--- config.mk ---
export PLATFORM = sky130hd
export DESIGN_NAME = updown_mod_counter
export DESIGN_NICKNAME = d
export VERILOG_FILES = /design/src/rtl/updown_mod_counter.sv
export SDC_FILE = /design/constraint.sdc
export NUM_CORES = 1
export LEC_CHECK = 0
export BUFFER_PORTS_ARGS = -buffer_cell sky130_fd_sc_hd__buf_4
export CAP_MARGIN = 20
export CORE_MARGIN = 2
export CORE_UTILIZATION = 36
export CTS_CLUSTER_SIZE = 14
export DETAILED_ROUTE_END_ITERATION = 7
export MAX_ROUTING_LAYER = met4
export PLACE_DENSITY_LB_ADDON = 0.25
export SLEW_MARGIN = 20
export SYNTH_ARGS = -nofsm -noshare
export SYNTH_HDL_FRONTEND = slang
export SYNTH_SLANG_ARGS = --single-unit
--- constraint.sdc ---
create_clock -name clk -period 2.2 [get_ports clk]
set_input_delay 0.44 -clock clk [delete_from_list [all_inputs] [get_ports clk]]
set_output_delay 0.44 -clock clk [all_outputs]
set_load 0.05 [all_outputs]
--- src/rtl/updown_mod_counter.sv ---
// Up/down modulo counter with an enable prescaler, wrap or saturate
// behaviour at the count boundaries, a one-cycle terminal-count pulse
// and a sticky boundary flag.
//
// The count runs over 0..MODULUS-1. Every limit test is made against
// MODULUS-1, held as a WIDTH-bit constant. MODULUS itself is never
// formed at WIDTH bits, so MODULUS = 2**WIDTH works without overflow.
module updown_mod_counter #(
  parameter int              WIDTH    = 4,
  parameter longint unsigned MODULUS  = 16,
  parameter int              PRESCALE = 1
) (
  input  logic             clk,
  input  logic             async_reset,
  input  logic             inc,
  input  logic             dir,
  input  logic             sat_mode,
  input  logic             clear,
  input  logic             load,
  input  logic [WIDTH-1:0] load_val,
  output logic [WIDTH-1:0] count,
  output logic             tc,
  output logic             ovf
);

  // The prescaler needs at least one bit, even when it never advances.
  localparam int PW = (PRESCALE > 1) ? $clog2(PRESCALE) : 1;

  localparam logic [WIDTH-1:0] MAX_COUNT = WIDTH'(MODULUS - 1);
  localparam logic [PW-1:0]    PRE_LAST  = PW'(PRESCALE - 1);

  logic [WIDTH-1:0] count_q, count_d;
  logic [PW-1:0]    presc_q, presc_d;
  logic             tc_q, tc_d;
  logic             ovf_q, ovf_d;

  logic [WIDTH-1:0] loadClamped;
  logic             stepNow;
  logic             atTop;
  logic             atBottom;
  logic             boundaryHit;

  // A load value beyond the last legal state becomes the last legal state.
  always_comb begin
    loadClamped = load_val;
    if (load_val > MAX_COUNT) begin
      loadClamped = MAX_COUNT;
    end
  end

  // A step happens on the enabled cycle that closes a prescale period.
  // dir and sat_mode only matter on this edge.
  always_comb begin
    stepNow     = inc && (presc_q == PRE_LAST);
    atTop       = (count_q == MAX_COUNT);
    atBottom    = (count_q == '0);
    boundaryHit = stepNow && (dir ? atTop : atBottom);
  end

  // Next-state selection with priority clear > load > inc.
  // tc drops on every edge that does not hit a boundary.
  always_comb begin
    count_d = count_q;
    presc_d = presc_q;
    tc_d    = 1'b0;
    ovf_d   = ovf_q;

    if (clear) begin
      count_d = '0;
      presc_d = '0;
      ovf_d   = 1'b0;
    end else if (load) begin
      count_d = loadClamped;
      presc_d = '0;
    end else if (inc) begin
      if (stepNow) begin
        presc_d = '0;
        if (boundaryHit) begin
          tc_d  = 1'b1;
          ovf_d = 1'b1;
          if (!sat_mode) begin
            count_d = dir ? '0 : MAX_COUNT;
          end
        end else if (dir) begin
          count_d = count_q + WIDTH'(1);
        end else begin
          count_d = count_q - WIDTH'(1);
        end
      end else begin
        presc_d = presc_q + PW'(1);
      end
    end
  end

  // State registers. Reset is asynchronous and drops any partial prescale.
  always_ff @(posedge clk or negedge async_reset) begin
    if (!async_reset) begin
      count_q <= '0;
      presc_q <= '0;
      tc_q    <= 1'b0;
      ovf_q   <= 1'b0;
    end else begin
      count_q <= count_d;
      presc_q <= presc_d;
      tc_q    <= tc_d;
      ovf_q   <= ovf_d;
    end
  end

  assign count = count_q;
  assign tc    = tc_q;
  assign ovf   = ovf_q;

endmodule

==> Word-level counts from Yosys, hierarchy flattened <==
Index checks and enable logic that the tools add are counted.
{ "totals": {"ff_bits": 7, "latchBits": 0, "ram_bits": 0, "mem_bits_ro": 0, "input_bits": 11, "elab_cells": 46, "mem_count": 0} }
{ "op_classes": {"add_sub_neg": 3, "multipliers": 0, "div_mod_pow": 0, "order_cmp": 1, "n_eq_ne": 3, "n_shift": 0, "mux": 24, "bitwise": 1, "n_reduce_logical": 10} }
{ "ops": {"columns": ["op", "count"], "rows": [
  ["4-bit 2-to-1 mux", 9],
  ["1-bit 2-to-1 mux", 15],
  ["2-bit nonzero test", 3],
  ["3-bit nonzero test", 2],
  ["4-bit by 1-bit adder with 4-bit output (second input constant)", 1],
  ["4-bit == test (second input constant)", 1],
  ["4-bit > comparator (second input constant)", 1],
  ["4-bit logical NOT", 1],
  ["4-bit inequality test (second input constant)", 1],
  ["4-bit AND reduction", 1],
  ["4-bit by 1-bit subtractor with 4-bit output (second input constant)", 1],
  ["3-bit AND reduction", 1],
  ["1-bit logical AND", 2],
  ["2-bit inequality test (second input constant)", 1],
  ["1-bit adder (second input constant)", 1],
  ["1-bit inverter", 1]
]} }

==> Logic depth before layout (Yosys ltp) <==
Gate-level depths: netlist (run 1).
{ "depth": {"depth_word": 8, "depth_mapped": 7} }

==> Least setup slack after synthesis (run 1) <==
No wires, ideal clock.
{ "synth_path": {"kind": "flip-flop to flip-flop", "start": "register count_q[0] (netlist: count[0])", "end": "register count_q[0] (netlist: count[0])", "setup_ps": 94, "t_arrival_ps": 1925, "required_ps": 2106, "slack_ps": 181, "stages_incl_launch_ff": 6, "synth_period_minus_slack_ps": 2019, "path_cell_list": "dfrtp_1 or4_4 mux2i_2 a21oi_1 xnor2_1 a211oi_1"} }
{ "synth_via": {"elab_chain_len": 8, "word_cells_on_any_way": 14, "cone_classes": "add/sub (2); eq/ne (2); mux (7); reduce/logical (3)"} }
{ "synth_lines": {"columns": ["item", "line_no", "rtl"], "rows": [
  ["from (decl)", "32", "logic [WIDTH-1:0] count_q, count_d;"],
  ["from (signal assigned)", "103", "count_q <= count_d;"],
  ["branches (longest 8 deep; another with 4-bit by 1-bit subtractor with 4-bit output)", null, null]
]} }
Several ways; the timed one is not identified. The select of a mux whose other input is x is not followed.
A chain may end at the register's enable or synchronous reset.

==> Worst setup path after layout (run 1) <==
Ends and elaborated chain as after synthesis.

==> results of run 1 <==
worst min-delay path by stage:
stage                 from  endpoint  slack (ns)
3_3_place_gp   async_reset  count[1]        0.26
2_1_floorplan  async_reset  count[0]        0.14
4_1_cts                inc   presc_q        0.35
5_1_grt                inc   presc_q        0.35
6_report               inc   presc_q        0.35
3_5_place_dp   async_reset  count[1]        0.26
cell type report:
type / instances / share of cell area [%]
clock buffer: 4 / 3.64
inverter: 6 / 3.12
multi-input combinational: 47 / 46.3
sequential: 7 / 24.3
tap: 15 / 2.60
timing repair buffer: 19 / 20.1
flip-flops by register name, indices dropped and copies added, names as in the netlist:
signal	cells
tc	1
presc_q	1
ovf	1
count	4
kinds of logic after synthesis:
logic type,count (synthesis),synth area share [%]
multiplexers,1,2.59
AO/OA/AOI/OAI,20,27.3
adder cells (fa/ha/maj),3,8.47
flip-flops,7,32.9
buffers and inverters,6,4.23
AND/OR/NAND/NOR,21,21.2
XOR/XNOR,2,3.29
layer usage:
layer / GRT usage (%) / share of wire [%] / up-vias
li1: - / - / 273
met2: 25.5 / 46 / 28
met4: 8.75 / 2.0 / 0
met3: 8.19 / 8.1 / 4
met1: 22.6 / 44 / 252
met5: - / 0 / -
cell usage in the layout, fill, tap and decap left out, types with 2 or more instances in the layout:
cell / n
buf_4: 18
nand2b_1: 2
o32ai_1: 2
clkbuf_4: 3
inv_1: 6
nor2_1: 6
nand2_1: 5
ha_1: 2
a21oi_1: 3
xnor2_1: 2
o211ai_1: 3
a31oi_1: 3
dfrtp_1: 7
critical path, stage by stage, from the launching register on:
cell and delay [ns]:
dfrtp_1 0.45, or4_4 0.60, mux2i_2 0.23, a21oi_1 0.14, xnor2_1 0.14, a211oi_1 0.22
through the flow:
stage / worst slack, ns / power (mW)
6_report: 0.322 / 0.442
5_1_grt: 0.228 / 0.475
4_1_cts: 0.310 / 0.446
3_5_place_dp: 0.227 / 0.322
3_3_place_gp: 0.309 / 0.321
2_1_floorplan: 0.181 / 0.262
power by group through the flow:
| stage | clock, mW | sequential [mW] | combinational, mW |
|---|---|---|---|
| after floorplan | 0 | 0.186 | 0.0759 |
| after global placement | 0 | 0.156 | 0.165 |
| after detailed placement | 0 | 0.156 | 0.166 |
| after CTS | 0.124 | 0.154 | 0.168 |
| after global routing | 0.134 | 0.157 | 0.185 |
| final | 0.120 | 0.154 | 0.169 |
==> flow_summary.yaml, run 1 <==
status:
  outcome: "complete, no violations"
synth:
  yosys-top-cells-count: "dfrtp_1 (7), inv_1 (6), nor2_1 (6)"
  syn_inst: 60
  synth_fp_nets: 74
  post-synth-top-count-cell: "dfrtp_1"
  synth_area_leader_cell: "dfrtp_1"
  async_flop_share_pct: 100
  syn_area_per_cell_sq_um: 8.86
  synth_top_cell_area_share_pct: 32.9
  yosysWarnings: 0
  synthesis.area_sq_um: 532
  synth_seq_area_share_pct: 32.9
  synth_flop_cell: "dfrtp_1"
  synth_cell_type_count: 30
  synth_edf_count: 0
  yosys_register_bits: 7
  yosys-top-cells-area: "dfrtp_1 (33%), ha_1 (4.7%), inv_1 (4.2%), nor2_1 (4.2%), o211ai_1 (4.2%)"
cts:
  cts_hold_buffers: 1
  ctsResizeCount: 0
  h-tree-depth: 1
  cts_setup_buffers: 0
  cts-buffers-inserted: 3
  tritoncts: "done"
  cts-root-buf: "clkbuf_4"
  clock_latency_ns: 0.25
  path_clk_slew_ns: 0.05
  clockBufferDepth: 2
  clock-sinks: 7
layout:
  area_growth_pct: 35.8
  antenna_cells: 0
  nFillCells: 134
  drive_gt1_share_pct: 31.3
  final_cells: 98
  fin_nets: 98
  regArea_sq_um: 175
  multi_input_area_sq_um: 334
  final_core_util_pct: 54.1
  final_area_sq_um: 722
critical_path:
  arrival_ns: 2.04
  crit_start: "count[0]"
  worstReg2RegEnd: "count[0]"
  r2r.worst_path.cells: 5
  crit_type: "reg2reg"
  reg2reg_from: "count[0]"
  critPathCaptureType: "flip-flop"
  crit_path_start_kind: "flip-flop"
  cp_max_fo: 6
  critPathRequiredTime_ns: 2.36
  reg2reg_slack_ns: 0.32
  worstSetupEndpoint: "count[0]"
timing:
  max_clock_freq_ghz: 0.533
  maxSlewViolCount: 0
  fin_crit_ns: 1.88
  finalCritPeriodShare_pct: 85.4
  slew-limit-headroom_pct: 81.5
  final_hold_viol_count: 0
  setup_viol: 0
  hold_ws_ns: 0.353
  setup_tns_ns: 0
  worst_pin_slew_ns: 0.277
  skew_ns: 0.00104
  grt_setup_unrepaired: "false"
routing:
  num_vias: 557
  drt-total-wl_um: 1360
  wl_per_cell_um: 13.9
  drc: 0
  ant_nets: 0
  dr.pass1.iters: 4
  viasPerCell: 5.68
  drt_iter0_markers: 16
floorplan:
  die_w_um: 42.4
  fp-row-count: 13
  core_area_sq_um: 1330
  die_height_um: 42.4
  io_pins: 17
  initial_core_util_pct: 39.9
  die_area_sq_um: 1800
power:
  p_leak_nw: 0.344
  p_sw_share_pct: 36.8
  power_frac_comb_pct: 38.1
  vdd_ir_drop_max_v: 0.000420
  seqPwrFrac_pct: 34.8
  intPower_mw: 0.280
  p_switching_mw: 0.163
  powerDensity_nw_per_um2: 613
  power_frac_clock_pct: 27.0
global_route:
  antenna_found_initial: 0
  grt_pass1_vias: 533
  grt_pass1_wl_um: 2420
  grt.total_usage_pct: 18.4
  grt_max_degree: 8
  grt-ovfl-total: 0
placed_design:
  dpl.hpwl_um: 1050
  port_buffers: 16
  dp_cells: 93
  dpl_cell_area_sq_um: 686
  place.gp.congestion: 0.847
job:
  maxCapViolCount: 0
min_path:
  min_path_type: "in2reg"
  whs_path_depth: 2
Note: power is estimated with default switching activity, not from simulation.
==> run 2: changes to the inputs <==
ABC_AREA = 1   (was default)
CELL_PAD_IN_SITES_DETAIL_PLACEMENT = 0   (was default)
CELL_PAD_IN_SITES_GLOBAL_PLACEMENT = 1   (was default)
CORE_MARGIN = default   (was 2)
CORE_UTILIZATION = 35   (was 36)
==> flow_summary.yaml, run 2 <==
status:
  outcome: "finished with violations"
  violations: "DRC"
global_route:
  grt_busiest_layer: "met2"
  grt_use_met3_pct: 1.67
  antenna_found_initial: 0
  grt_max_degree: 9
  grt-ovfl-total: 0
  use_met2_pct: 26.0
  grt_pass1_vias: 536
  grt.total_usage_pct: 15.9
  grt_pass1_wl_um: 2220
  use_met1_pct: 19.6
layout:
  drive_gt1_share_pct: 33.3
  final_core_util_pct: 50.4
  final_cells: 118
  fin_nets: 117
  largest_register_ffs: 4
  layout_commonest_cell: "nand2_1"
  antenna_cells: 0
  area_growth_pct: 29.0
  final_cell_mix: "nand2_1 (26), buf_4 (16), inv_1 (10)"
timing:
  skew_ns: 0.000133
  finalCritPeriodShare_pct: 70.5
  max_clock_freq_ghz: 0.644
  worst_pin_slew_ns: 0.277
  setup_tns_ns: 0
  setup_viol: 0
  slew-limit-headroom_pct: 81.5
  fin_crit_ns: 1.55
  final_hold_viol_count: 0
  grt_setup_unrepaired: "false"
  maxSlewViolCount: 0
critical_path:
  arrival_ns: 1.69
  crit_path_start_kind: "flip-flop"
  crit_cells: 8
  critPathBufInv: 1
  crit_type: "reg2reg"
  reg2reg_from: "count[0]"
  critPathRequiredTime_ns: 2.34
  reg2reg_slack_ns: 0.65
  cp_cell_sequence: "inv_1 > fa_1 > xor2_1 > nand2_1 > nand2_1 > nand2_1 > nand2_1 > nand2_1"
  critPathCaptureType: "flip-flop"
  slowest_delay_ns: 0.47
  worstReg2RegEnd: "count[2]"
  crit_start: "count[0]"
  cpMaxStageDelayCell: "dfrtp_1"
  cpLargestDelayFamily: "flip-flops"
  timing.critical_path.mode_cell: "nand2_1"
  cp_max_fo: 6
  r2r.worst_path.cells: 8
synth:
  synth_edf_count: 0
  syn_area_per_cell_sq_um: 7.52
  synth_area_leader_cell: "dfrtp_1"
  yosys-top-cells-count: "nand2_1 (26), inv_1 (10), dfrtp_1 (7), nor2_1 (7)"
  async_flop_share_pct: 100
  synthesis.area_sq_um: 609
  synth_fp_nets: 95
  synth_top_cell_area_share_pct: 28.7
  yosysWarnings: 0
  synth_cell_type_count: 20
  post-synth-top-count-cell: "nand2_1"
  syn_inst: 81
  synth_seq_area_share_pct: 28.7
  synth_flop_cell: "dfrtp_1"
  yosys_register_bits: 7
  yosys-top-cells-area: "dfrtp_1 (29%), nand2_1 (16%), nand2_4 (7.4%), inv_1 (6.2%), nand3_2 (4.9%)"
cts:
  clock-sinks: 7
  ctsResizeCount: 0
  h-tree-depth: 1
  cts_setup_buffers: 0
  clock_latency_ns: 0.24
  clockBufferDepth: 2
  tritoncts: "done"
  cts-root-buf: "clkbuf_4"
  cts-buffers-inserted: 3
  path_clk_slew_ns: 0.05
  cts_hold_buffers: 1
routing:
  wl_per_cell_um: 10.8
  num_vias: 542
  drc: 1
  drt-total-wl_um: 1280
  dr.pass1.iters: 5
  drt_iter0_markers: 11
  ant_nets: 0
  viasPerCell: 4.59
min_path:
  hold_end: "ovf"
  min_path_type: "reg2reg"
  worstHoldStart: "ovf"
  whs_path_depth: 2
floorplan:
  die_height_um: 43.7
  core_area_sq_um: 1560
  initial_core_util_pct: 39.1
  die_w_um: 43.7
  io_pins: 17
  die_area_sq_um: 1910
  fp-row-count: 14
power:
  power_mw: 0.459
  p_leak_nw: 0.437
  vdd_ir_drop_max_v: 0.000231
  powerDensity_nw_per_um2: 584
job:
  maxCapViolCount: 0
placed_design:
  port_buffers: 16
  place.gp.congestion: 0.771
  dp_cells: 113
  dpl.hpwl_um: 1030
[run 2: changes by cell type in the layout (fill, tap and decap cells not counted), moves of 4 or more]
cell and delta:
inv_1 +4, nand2_1 +21, nand2_4 +4, nand3_1 +4
[run 2: where the power goes]
part	internal, mW	total [mW]	leakage [nW]	switching, mW
clock	0.0692	0.117	0.0150	0.0473
sequential	0.139	0.156	0.0927	0.0171
combinational	0.0705	0.186	0.330	0.116
total	0.279	0.459	0.437	0.180
[run 2: cells by family (layout without fill, tap and decap cells)]
group | Yosys count | after routing | share of synthesized area, %
xor gates and xnor gates | 1 | 1 | 1.44
AOI/OAI and AO/OA | 8 | 8 | 7.18
buffers and inverters | 11 | 32 | 9.04
DFF | 7 | 7 | 28.7
and+or+nand+nor | 51 | 51 | 46.2
adders and majority gates | 3 | 3 | 7.39
[run 2: worst register-to-register path: stages, from the launching register on]
cell     delay, ns
dfrtp_1       0.47
inv_1         0.13
fa_1          0.42
xor2_1        0.17
nand2_1       0.07
nand2_1       0.05
nand2_1       0.04
nand2_1       0.05
nand2_1       0.04
[run 2: layer usage]
metal / routed length (um) / part of all wire (%)
met5: 0 / 0
met2: 623 / 49
met3: 24 / 1.9
met4: 0 / 0
met1: 632 / 49
[run 2: metrics by stage]
stage               hold slack (ns)  instance area (sq um)  setup slack (ns)
floorplan                     0.144                    609             0.431
global placement              0.257                    749             0.503
detailed placement            0.261                    749             0.482
CTS                           0.498                    786             0.665
global route                  0.508                    786             0.551
finish                        0.499                    786             0.648
[run 2: worst max path at each step]
| stage | endpoint | slack (ns) |
|---|---|---|
| 2_1_floorplan | count[2] | 0.43 |
| 3_3_place_gp | count[3] | 0.50 |
| 3_5_place_dp | count[3] | 0.48 |
| 4_1_cts | count[2] | 0.66 |
| 5_1_grt | count[3] | 0.55 |
| 6_report | count[2] | 0.65 |
[run 2: layout make-up]
class / count / area [sq um]
clock buffer: 4 / 26.3
inverter: 11 / 55.1
sequential: 7 / 175
fill: 179 / 773
tap: 16 / 20.0
timing repair buffer: 17 / 130
multi-input combinational: 63 / 379
